==> src/rtl/dpb_pkg.sv <==
// dpb_pkg: shared widths, defaults and state type for the DPB RAM port controller
package dpb_pkg;
    localparam int ADDR_W_DEF = 11;
    localparam int DATA_W_DEF = 8;
    localparam int RAM_DEPTH  = 1 << ADDR_W_DEF;
    localparam int ADA_W      = 14;
    localparam int DIA_W      = 18;
    localparam int BLK_W      = 3;
    localparam int DOA_W      = 8;
    typedef enum logic {ST_CLEAR, ST_RUN} state_e;
endpackage

==> src/rtl/dpb_rsp_fifo.sv <==
// dpb_rsp_fifo: two-entry read-response FIFO, head always held in slot 0
module dpb_rsp_fifo #(
    parameter int W = 8
) (
    input  logic         clk_i,
    input  logic         rst_i,
    input  logic         push_i,
    input  logic         pop_i,
    input  logic [W-1:0] din_i,
    output logic [W-1:0] dout_o,
    output logic [1:0]   count_o
);
    logic [W-1:0] e0_q, e0_d, e1_q, e1_d;
    logic [1:0]   cnt_q, cnt_d;
    logic         pop;
    // pop shifts slot 1 into the head, then a push fills the lowest free slot
    always_comb begin
        pop   = pop_i && cnt_q != 2'd0;
        e0_d  = pop ? e1_q : e0_q;
        e1_d  = e1_q;
        cnt_d = cnt_q - {1'b0, pop};
        if (push_i && cnt_d != 2'd2) begin
            if (cnt_d == 2'd0) e0_d = din_i;
            else e1_d = din_i;
            cnt_d = cnt_d + 2'd1;
        end
    end
    // storage and occupancy registers, cleared so the head is never X
    always_ff @(posedge clk_i) begin
        if (rst_i) begin
            e0_q  <= '0;
            e1_q  <= '0;
            cnt_q <= '0;
        end else begin
            e0_q  <= e0_d;
            e1_q  <= e1_d;
            cnt_q <= cnt_d;
        end
    end
    assign dout_o  = e0_q;
    assign count_o = cnt_q;
endmodule

==> src/rtl/dpb_port_ctrl.sv <==
// dpb_port_ctrl: host command port onto a single-port block RAM with a 2-deep response FIFO.
// Optional power-up clear of the whole RAM is built when DPB_PORT_CTRL_CLEAR_EN is defined.
module dpb_port_ctrl
    import dpb_pkg::*;
#(
    parameter int                ADDR_W      = ADDR_W_DEF,
    parameter int                DATA_W      = DATA_W_DEF,
    parameter logic [BLK_W-1:0]  BLKSEL      = 3'b000,
    parameter logic [DATA_W-1:0] CLEAR_VALUE = 8'h00
) (
    input  logic              CLKA,
    input  logic              RESETB,
    input  logic              req_valid,
    output logic              req_ready,
    input  logic              req_we,
    input  logic [ADDR_W-1:0] req_addr,
    input  logic [DATA_W-1:0] req_wdata,
    output logic              rsp_valid,
    input  logic              rsp_ready,
    output logic [DATA_W-1:0] rsp_data,
    output logic              CEA,
    output logic              OCEA,
    output logic              WREA,
    output logic              RESETA,
    output logic [ADA_W-1:0]  ADA,
    output logic [DIA_W-1:0]  DIA,
    output logic [BLK_W-1:0]  BLKSELA,
    input  logic [DOA_W-1:0]  DOA
);
    logic              run, acc, pop, rd_q, rd_d;
    logic [1:0]        cnt;
    logic [DATA_W-1:0] head;
    logic [ADDR_W-1:0] clr_addr;
`ifdef DPB_PORT_CTRL_CLEAR_EN
    state_e            state_q, state_d;
    logic [ADDR_W-1:0] clr_q, clr_d;
    // state and clear-address registers; any reset restarts the clear at address 0
    always_ff @(posedge CLKA) begin
        if (RESETB) begin
            state_q <= ST_CLEAR;
            clr_q   <= '0;
        end else begin
            state_q <= state_d;
            clr_q   <= clr_d;
        end
    end
    // walk every address once, then hand the port to the host
    always_comb begin
        state_d = state_q;
        clr_d   = clr_q;
        if (state_q == ST_CLEAR) begin
            clr_d = clr_q + ADDR_W'(1);
            if (&clr_q) state_d = ST_RUN;
        end
    end
    assign run      = state_q == ST_RUN;
    assign clr_addr = clr_q;
`else
    assign run      = 1'b1;
    assign clr_addr = '0;
`endif
    // occupancy plus the in-flight read bounds outstanding reads to the FIFO depth
    assign req_ready = !RESETB && run && (cnt + {1'b0, rd_q}) < 2'd2;
    assign acc       = req_valid && req_ready;
    assign CEA       = !RESETB && (run ? acc : 1'b1);
    assign WREA      = !RESETB && (run ? acc && req_we : 1'b1);
    assign OCEA      = acc && !req_we;
    assign RESETA    = RESETB;
    assign ADA       = ADA_W'(run ? req_addr : clr_addr);
    assign DIA       = DIA_W'(run ? req_wdata : CLEAR_VALUE);
    assign BLKSELA   = BLKSEL;
    assign rsp_valid = !RESETB && cnt != 2'd0;
    assign rsp_data  = RESETB ? '0 : head;
    assign pop       = rsp_valid && rsp_ready;
    assign rd_d      = acc && !req_we;
    // marks a read whose word appears on the RAM output register next cycle
    always_ff @(posedge CLKA) begin
        if (RESETB) rd_q <= 1'b0;
        else rd_q <= rd_d;
    end
    dpb_rsp_fifo #(.W(DATA_W)) u_fifo (
        .clk_i   (CLKA),
        .rst_i   (RESETB),
        .push_i  (rd_q),
        .pop_i   (pop),
        .din_i   (DOA[DATA_W-1:0]),
        .dout_o  (head),
        .count_o (cnt)
    );
endmodule
==> config.mk <==
export PLATFORM = sky130hd
export DESIGN_NAME = dpb_port_ctrl
export DESIGN_NICKNAME = d
export VERILOG_FILES = /design/src/rtl/dpb_pkg.sv /design/src/rtl/dpb_rsp_fifo.sv /design/src/rtl/dpb_port_ctrl.sv
export SDC_FILE = /design/constraint.sdc
export NUM_CORES = 1
export LEC_CHECK = 0
export CAP_MARGIN = 30
export CORE_MARGIN = 5
export CORE_UTILIZATION = 56
export DETAILED_ROUTE_END_ITERATION = 10
export DONT_BUFFER_PORTS = 1
export GPL_TIMING_DRIVEN = 0
export PLACE_DENSITY = 0.79
export SLEW_MARGIN = 15
export SYNTH_ARGS = -nofsm -noshare
export SYNTH_HDL_FRONTEND = slang
export SYNTH_HIERARCHICAL = 1
export SYNTH_SLANG_ARGS = --single-unit
==> constraint.sdc <==
create_clock -name CLKA -period 1.9 [get_ports CLKA]
set_input_delay 0.57 -clock CLKA [delete_from_list [all_inputs] [get_ports CLKA]]
set_output_delay 0.57 -clock CLKA [all_outputs]
set_load 0.01 [all_outputs]
== Yosys cells after proc, flatten, opt, wreduce, memory -nomap -nowiden ==
Cells that the tools add are included.
Storage, ports and cells
  flip-flop bits (word level): 19
  bits in latches: 0
  memory bits (writable): 0
  bits in read-only memories: 0
  output and inout port bits: 49
  logic and storage cells: 30
  memories kept: 0
Operators by class
  $add $sub $neg: 3
  multipliers: 0
  divide/modulo/power cells: 0
  $lt $le $gt $ge: 1
  eq/ne operators: 1
  shifts and indexed selects: 0
  multiplexer cells: 5
  bitwise operators: 1
  reductions and logical operators: 15
Operators with widths (number)
  8-bit two-way mux: 4
  1-bit logical AND: 10
  2-bit by 1-bit adder with 2-bit output: 1
  2-bit by 1-bit adder with 2-bit output, second input constant: 1
  1-bit logical NOT: 2
  2-bit logical NOT: 1
  2-bit less-than comparator, second input constant: 1
  2-bit two-way mux: 1
  2-bit inequality test, second input constant: 1
  2-bit AND reduction: 1
  2-bit nonzero test: 1
  2-bit by 1-bit subtractor with 2-bit output: 1
  1-bit inverter: 1

== Depth between registers and ports, before layout ==
Gate-level depths: netlist of run 1.
  depth after elaboration: 8
  depth in mapped cells: 7
  gate-level depth less buffers: 5

== By module ==
Netlist of run 1, hierarchy kept.
By module, submodules not included
  dpb_rsp_fifo: times used 1, cells each 95, area each 924.6 um2
  dpb_port_ctrl: times used 1, cells each 59, area each 442.9 um2

== Worst setup path after synthesis of run 1 ==
OpenSTA, ideal clock, no wires.
  path kind: input to register
  start point: input port RESETB
  end point: register u_fifo.e1_q[0]
  library setup time: 120 ps
  data arrival time: 1813 ps
  required time: 1780 ps
  setup slack: -33 ps
  stages on the path: 7
  path buffers: 3
  cells stage by stage: buf_2 > nor3b_1 > nor2b_2 > buf_6 > o21a_1 > buf_4 > mux2i_1
On the way
  cells in the longest elaborated chain, start to end: 8
RTL lines
  start, declared: RTL line dpb_port_ctrl.sv:12  | input logic RESETB,
  1-bit logical NOT (*): RTL line dpb_port_ctrl.sv:72  | assign rsp_valid = !RESETB && cnt != 2'd0;
  1-bit logical AND (*): RTL line dpb_port_ctrl.sv:72
  1-bit logical AND (*): RTL line dpb_port_ctrl.sv:74  | assign pop = rsp_valid && rsp_ready;
  named net pop: RTL line dpb_port_ctrl.sv:30  | logic run, acc, pop, rd_q, rd_d;
  1-bit logical AND (*): RTL line dpb_rsp_fifo.sv:18  | pop = pop_i && cnt_q != 2'd0;
  2-bit by 1-bit subtractor with 2-bit output (*): RTL line dpb_rsp_fifo.sv:21  | cnt_d = cnt_q - {1'b0, pop};
  2-bit inequality test or 2-bit logical NOT (tied branches): RTL line dpb_rsp_fifo.sv:22, dpb_rsp_fifo.sv:23
  1-bit logical AND or 1-bit inverter (tied branches)
  2-bit AND reduction (no source line) (*)
  end signal, assigned: RTL line dpb_rsp_fifo.sv:32  | e1_q <= '0;
  end signal, assigned: RTL line dpb_rsp_fifo.sv:36  | e1_q <= e1_d;
  end, declared: RTL line dpb_rsp_fifo.sv:13  | logic [W-1:0] e0_q, e0_d, e1_q, e1_d;
The timed path passes the listed nets; every way through them passes the cells marked *.
A chain may end at the register's enable or synchronous reset.

== Worst setup path after layout of run 1 ==
  start point: register u_fifo.cnt_q[1], in the netlist u_fifo/count_o[1]
  end point: output port CEA
On the way
  cells in the longest elaborated chain, start to end: 5
RTL lines
  start, declared: RTL line dpb_rsp_fifo.sv:14  | logic [1:0] cnt_q, cnt_d;
  start signal, assigned: RTL line dpb_rsp_fifo.sv:37  | cnt_q <= cnt_d;
  2-bit by 1-bit adder with 2-bit output: RTL line dpb_port_ctrl.sv:63  | assign req_ready = !RESETB && run && (cnt + {1'b0, rd_q}) < 2'd2;
  2-bit less-than comparator: RTL line dpb_port_ctrl.sv:63
  1-bit logical AND: RTL line dpb_port_ctrl.sv:63
  1-bit logical AND: RTL line dpb_port_ctrl.sv:64  | assign acc = req_valid && req_ready;
  1-bit logical AND: RTL line dpb_port_ctrl.sv:65  | assign CEA = !RESETB && (run ? acc : 1'b1);
  end, declared: RTL line dpb_port_ctrl.sv:21  | output logic CEA,
No other way between the ends.

==> results of run 1 <==
==> metal layers <==
layer	GRT usage, %	share of wire [%]	vias to the layer above
li1	-	-	511
met1	17.44	37	485
met2	29.02	55	35
met3	2.832	7.8	2
met4	3.236	0.42	0
met5	0	0	-
==> cells in the final DEF (no fill, tap or decap), types with 3 or more instances in the layout <==
master | synthesis | layout
a311oi_2 | 7 | 7
conb_1 | 1 | 16
clkbuf_4 | 1 | 4
dfxtp_1 | 19 | 16
nand2b_1 | 18 | 18
nor3_1 | 9 | 8
nand2_1 | 17 | 17
buf_6 | 3 | 3
buf_4 | 37 | 39
nor2b_1 | 8 | 8
mux2i_1 | 8 | 8
==> power by group <==
group	internal [mW]	switching, mW	total (mW)
Combinational	0.0925	0.0896	0.182
Clock	0.0814	0.114	0.196
Sequential	0.410	0.00936	0.419
Total	0.584	0.213	0.797
==> cell families after synthesis <==
family / count (synthesis) / synth area share, %
AND/OR/NAND/NOR: 64 / 27.36
buffers and inverters: 45 / 24.52
flip-flops: 19 / 27.81
AO/OA/AOI/OAI: 17 / 14.18
multiplexers: 8 / 5.856
other: 1 / 0.2742
==> worst max-delay path: stages, from the launching register on <==
cell     delay [ps]
dfxtp_4         380
and3b_4         250
nor4b_4         340
==> repair_timing <==
action                                 4_1_cts  5_1_grt
endpoints found under the hold margin        0        0
setup endpoints to repair                    4        7
pin swaps                                    0        1
resized for setup                            5        4
buffers inserted                             0        2
==> flip-flops by register name, indices dropped and copies added, names as in the netlist <==
signal	count
rd_q	1
u_fifo/count_o	2
u_fifo/dout_o	8
u_fifo/e1_q	8
==> area by class of cell <==
type                       count  area (um2)  share of cell area (%)
clock buffer                   4       26.28                   1.694
multi-input combinational    105       750.7                   48.39
tap                           30       37.54                   2.419
sequential                    19       386.6                   24.92
buffer                        43       327.8                   21.13
inverter                       2       7.507                  0.4839
timing repair buffer           2       15.01                  0.9677
==> worst paths after layout <==
| kind | startpoint | endpoint | slack, ps | cells after the start |
|---|---|---|---|---|
| worst max register to register | u_fifo/count_o[1]$_SDFF_PP0_ | u_fifo/dout_o[0]$_SDFF_PP0_ | 190 | 6 |
| worst max-delay path | u_fifo/count_o[1]$_SDFF_PP0_ | CEA | 80 | 2 |
| worst min-delay path | DOA[1] | u_fifo/e1_q[1]$_SDFFE_PP0P_ | 430 | 2 |
| worst min register to register | u_fifo/e1_q[2]$_SDFFE_PP0P_ | u_fifo/e1_q[2]$_SDFFE_PP0P_ | 490 | 2 |
==> impl_results.md, run 1 <==
* Run status: finished clean
* Fin Setup TNS at 0 ps
* Area after DPL at 0.001466 mm2
* Layout cell share with drive strength beyond 1 at 38.86%
* Worst setup SP type: flop
* GRT Residual Overflow at 0
* Clock Path Buffers at 2
* Mapped Area at 0.001368 mm2
* Syn-to-layout area delta at 13.45%
* Most common cell in the netlist: buf_4
* Via count at 1033
* DR WL/cell at 13.99 um
* Final Critical Period at 1820 ps
* Worst Path Required at 1330 ps
* CTS sink cnt at 19
* Leakage at 0.6168 nW
* Pin count of the biggest net entering global routing at 16
* Fmax at 549.3 MHz
* Worst-path clk slew at 100 ps
* Row cnt at 18
* Kind of critical path: reg2out
* Area of the core at 0.002410 mm2
* Die W at 59.42 um
* RSZ-0062 raised after global routing: no
* Final worst path period share at 95.81%
* Iteration-0 DRC Markers at 16
* Post-Layout Inst Area at 0.001551 mm2
* Register area share after synthesis at 27.81%
* Primary FF master, synth: dfxtp_1
* DPL Wire Length at 2.258 mm
* Top cells by area, synth: dfxtp_1 28%, buf_4 20%, nand2b_1 8.2%
* Worst setup margin at 79.63 ps
* Most frequent cells after synthesis: 37 x buf_4, 19 x dfxtp_1, 18 x nand2b_1
* FF+latch count, synth at 19
* Nets at 208
* Slew Limit Headroom at 55.49%
* Final wirelength at 2.867 mm
* CP max FO at 7
* Avg Cell Area, Syn at 8.880 um2
* DRC Markers at 0
* H-tree Lvls at 1
* Pins over their slew limit at 0
* Starting Density at 56.75%
* Fraction of registers with async set/reset at 0%
* Final Util at 64.38%
* Router iterations before antenna repair at 4
* Worst setup EP type: output port
* Placed Cells incl. Taps at 199
* Netlist cell types at 32
* Pwr Total at 0.7970 mW
* Max Cap Viol at 0
* Final ANT Viol Nets at 0
* Worst clock skew at 3.475 ps
* Crit path DAT at 1250 ps
* Global-route wire length before repair at 4.222 mm
* Final GP Congestion at 0.7806
* # port buffers at 0
* # setup viols final at 0
* Ant diodes at 0
* Final Hold Viols at 0
* Initial antenna violation count at 0
* TritonCTS buffer count at 3
* I/O Pins at 81
* Maximum VDD drop at 0.3887 mV
* Clk root buf: clkbuf_4
* Pwr dens at 513.7 mW/mm2
* Pre-CTS setup slack at -68.64 ps
* Cts hold-fix bufs at 0
* Worst-Skew Late Latency at 280 ps
* Post-synth EDFFs at 0
* Yosys top cell area share at 27.81%
* Syn. warnings at 6
* Yosys top cell by area: dfxtp_1
* Worst Tran Pin Value at 663.3 ps
* Layout Cells excl Fill at 205
* Number of global-route vias before repair at 978
* # fillers at 222
* WHS at 429.9 ps
* Vias per cell at 5.039
* CTS tree: yes
* Min-delay worst type: in2reg
* GRT Resource Usage Total at 15.30%
* Height of the die at 59.42 um
* Die area at 0.003530 mm2
* Mapped Cells at 154
Note: power is estimated with default switching activity, not from simulation.
==> run 2, diff against run 1 <==
--- a/config.mk
+++ b/config.mk
@@ -7,11 +7,12 @@
 export LEC_CHECK = 0
 export CAP_MARGIN = 30
 export CORE_MARGIN = 5
-export CORE_UTILIZATION = 56
+export CORE_UTILIZATION = 45
 export DETAILED_ROUTE_END_ITERATION = 10
 export DONT_BUFFER_PORTS = 1
 export GPL_TIMING_DRIVEN = 0
-export PLACE_DENSITY = 0.79
+export HOLD_SLACK_MARGIN = 0.12
+export PLACE_DENSITY = 0.67
 export SLEW_MARGIN = 15
 export SYNTH_ARGS = -nofsm -noshare
 export SYNTH_HDL_FRONTEND = slang
==> run 2 against run 1 <==
Compared with the run above: wire length increased by 1.5%; clock skew up 11 ps; cell count up 0.49%; flip-flop and latch count is the same; critical endpoint unchanged; combinational power barely moved; register-to-register slack got worse by 30 ps; sequential share of layout area up 0.12 points; utilization decreased by 13 points; clock-buffer cell count is 1 lower; cell area decreased by 0.48%; worst setup slack worse by 8.8 ps.
==> impl_results.md, run 2 (synthesis gave the netlist of run 1 again) <==
* Clk root buf: clkbuf_4
* Setup slack, reg-to-reg at 160 ps
* Worst Tran Pin Value at 601.1 ps
* Commonest non-fill, non-tap cell in the layout: buf_4
* Critical Path Sink: CEA
* Nets at 206
* Final Critical Period at 1829 ps
* Starting Density at 45.92%
* Commonest cells after routing, fill and taps aside: 37 x buf_4, 18 x nand2b_1, 17 x nand2_1
* DR WL/cell at 14.13 um
* Run status: finished clean
* Final GP Congestion at 0.6891
* Worst-path clk slew at 120 ps
* Final Hold Viols at 0
* Worst-Skew Late Latency at 310 ps
* Pwr dens at 527.3 mW/mm2
* Comb pwr share at 22.4%
* # setup viols final at 0
* Die W at 65.13 um
* Row cnt at 20
* # fillers at 291
* CTS sink cnt at 19
* RR Startpoint: u_fifo/count_o[0]$_SDFF_PP0_
* Slew Limit Headroom at 59.66%
* Clock Path Buffers at 2
* Switching share of power at 28.43%
* GRT Residual Overflow at 0
* I/O Pins at 81
* Worst setup SP type: flop
* GRT Resource Usage Total at 12.77%
* DPL Wire Length at 2.325 mm
* Router iterations before antenna repair at 4
* DRC Markers at 0
* Layout Cells excl Fill at 206
* Ant diodes at 0
* Worst setup EP type: output port
* CP max FO at 10
* Internal Power at 0.5827 mW
* Critical R2R Capture: u_fifo/dout_o[0]$_SDFF_PP0_
* Max Cap Viol at 0
* CTS tree: yes
* Fmax at 546.7 MHz
* Via count at 1015
* Final ANT Viol Nets at 0
* Syn-to-layout area delta at 12.90%
* Die area at 0.004241 mm2
* Setup bufs post-CTS at 0
* Height of the die at 65.13 um
* TritonCTS buffer count at 3
* Area of the core at 0.002978 mm2
* Layout cell share with drive strength beyond 1 at 38.73%
* Global-route wire length before repair at 4.291 mm
* Maximum VDD drop at 0.4363 mV
* Pin count of the biggest net entering global routing at 16
* Kind of critical path: reg2out
* Leakage at 0.6049 nW
* Psw at 0.2315 mW
* Crit path from: u_fifo/count_o[1]$_SDFF_PP0_
* Crit path DAT at 1260 ps
* Worst Path Required at 1330 ps
* Placed Cells incl. Taps at 202
* Initial antenna violation count at 0
* Cts hold-fix bufs at 0
* Final wirelength at 2.911 mm
* Resized cells post-CTS at 2
* RSZ-0062 raised after global routing: yes
* Fin Setup TNS at 0 ps
* H-tree Lvls at 1
* Vias per cell at 4.927
* Final worst path period share at 96.27%
* Pins over their slew limit at 0
* Worst r2r path cells at 5
* Sequential Power Share at 51.5%
* # port buffers at 0
* Min-delay worst type: in2reg
* Clock share of power at 26.1%
* Worst clock skew at 14.44 ps
* Iteration-0 DRC Markers at 17
* Number of global-route vias before repair at 985
## run 2: through the flow
stage                     worst slack, ps  hold WS, ps  utilization, %  instance area (um2)  total power [mW]
after floorplan                     106.5        448.9               -                 1429            0.5862
after global routing               -17.46        392.5           51.85                 1544            0.8530
after detailed placement           -104.5        471.7           49.37                 1470            0.6049
after global placement             -52.74        459.1           49.37                 1470            0.6014
final                               70.85        402.4           51.85                 1544            0.8142
after CTS                          -24.53        397.7           50.63                 1508            0.8170
## run 2: worst min path at each step
stage / from / endpoint / depth (start not counted)
finish: DOA[1] / u_fifo/e1_q[1]$_SDFFE_PP0P_ / 2
global route: DOA[4] / u_fifo/e1_q[4]$_SDFFE_PP0P_ / 2
CTS: DOA[1] / u_fifo/e1_q[1]$_SDFFE_PP0P_ / 2
detailed placement: u_fifo/e1_q[2]$_SDFFE_PP0P_ / u_fifo/e1_q[2]$_SDFFE_PP0P_ / 2
global placement: u_fifo/e1_q[5]$_SDFFE_PP0P_ / u_fifo/e1_q[5]$_SDFFE_PP0P_ / 2
floorplan: u_fifo/e1_q[0]$_SDFFE_PP0P_ / u_fifo/e1_q[0]$_SDFFE_PP0P_ / 2
## run 2: per-layer routing
layer  wire length (um)  GRT usage, %  vias to the layer above
met5                  0             0                        -
met4                  9         1.554                        0
met3                336         5.470                        2
met2               1545         24.78                       45
met1               1019         12.90                      460
li1                   -             -                      508
## run 2: power groups by stage
stage                     Combinational [mW]  Sequential [mW]  Clock, mW
after CTS                              0.176            0.420      0.220
after global routing                   0.197            0.422      0.234
after global placement                 0.172            0.429          0
after detailed placement               0.175            0.430          0
final                                  0.182            0.420      0.212
after floorplan                        0.160            0.427          0
## run 2: critical path, stage by stage, from the launching register on
cell and delay (ps):
dfxtp_4 400, and3b_4 250, nor4b_4 320
## run 2: cell type report
| type | count | area (um2) | share of cell area, % |
|---|---|---|---|
| sequential | 19 | 386.6 | 25.04 |
| clock buffer | 3 | 22.52 | 1.459 |
| buffer | 43 | 327.8 | 21.23 |
| clock inverter | 1 | 7.507 | 0.4862 |
| inverter | 2 | 7.507 | 0.4862 |
| multi-input combinational | 105 | 750.7 | 48.62 |
| tap | 33 | 41.29 | 2.674 |
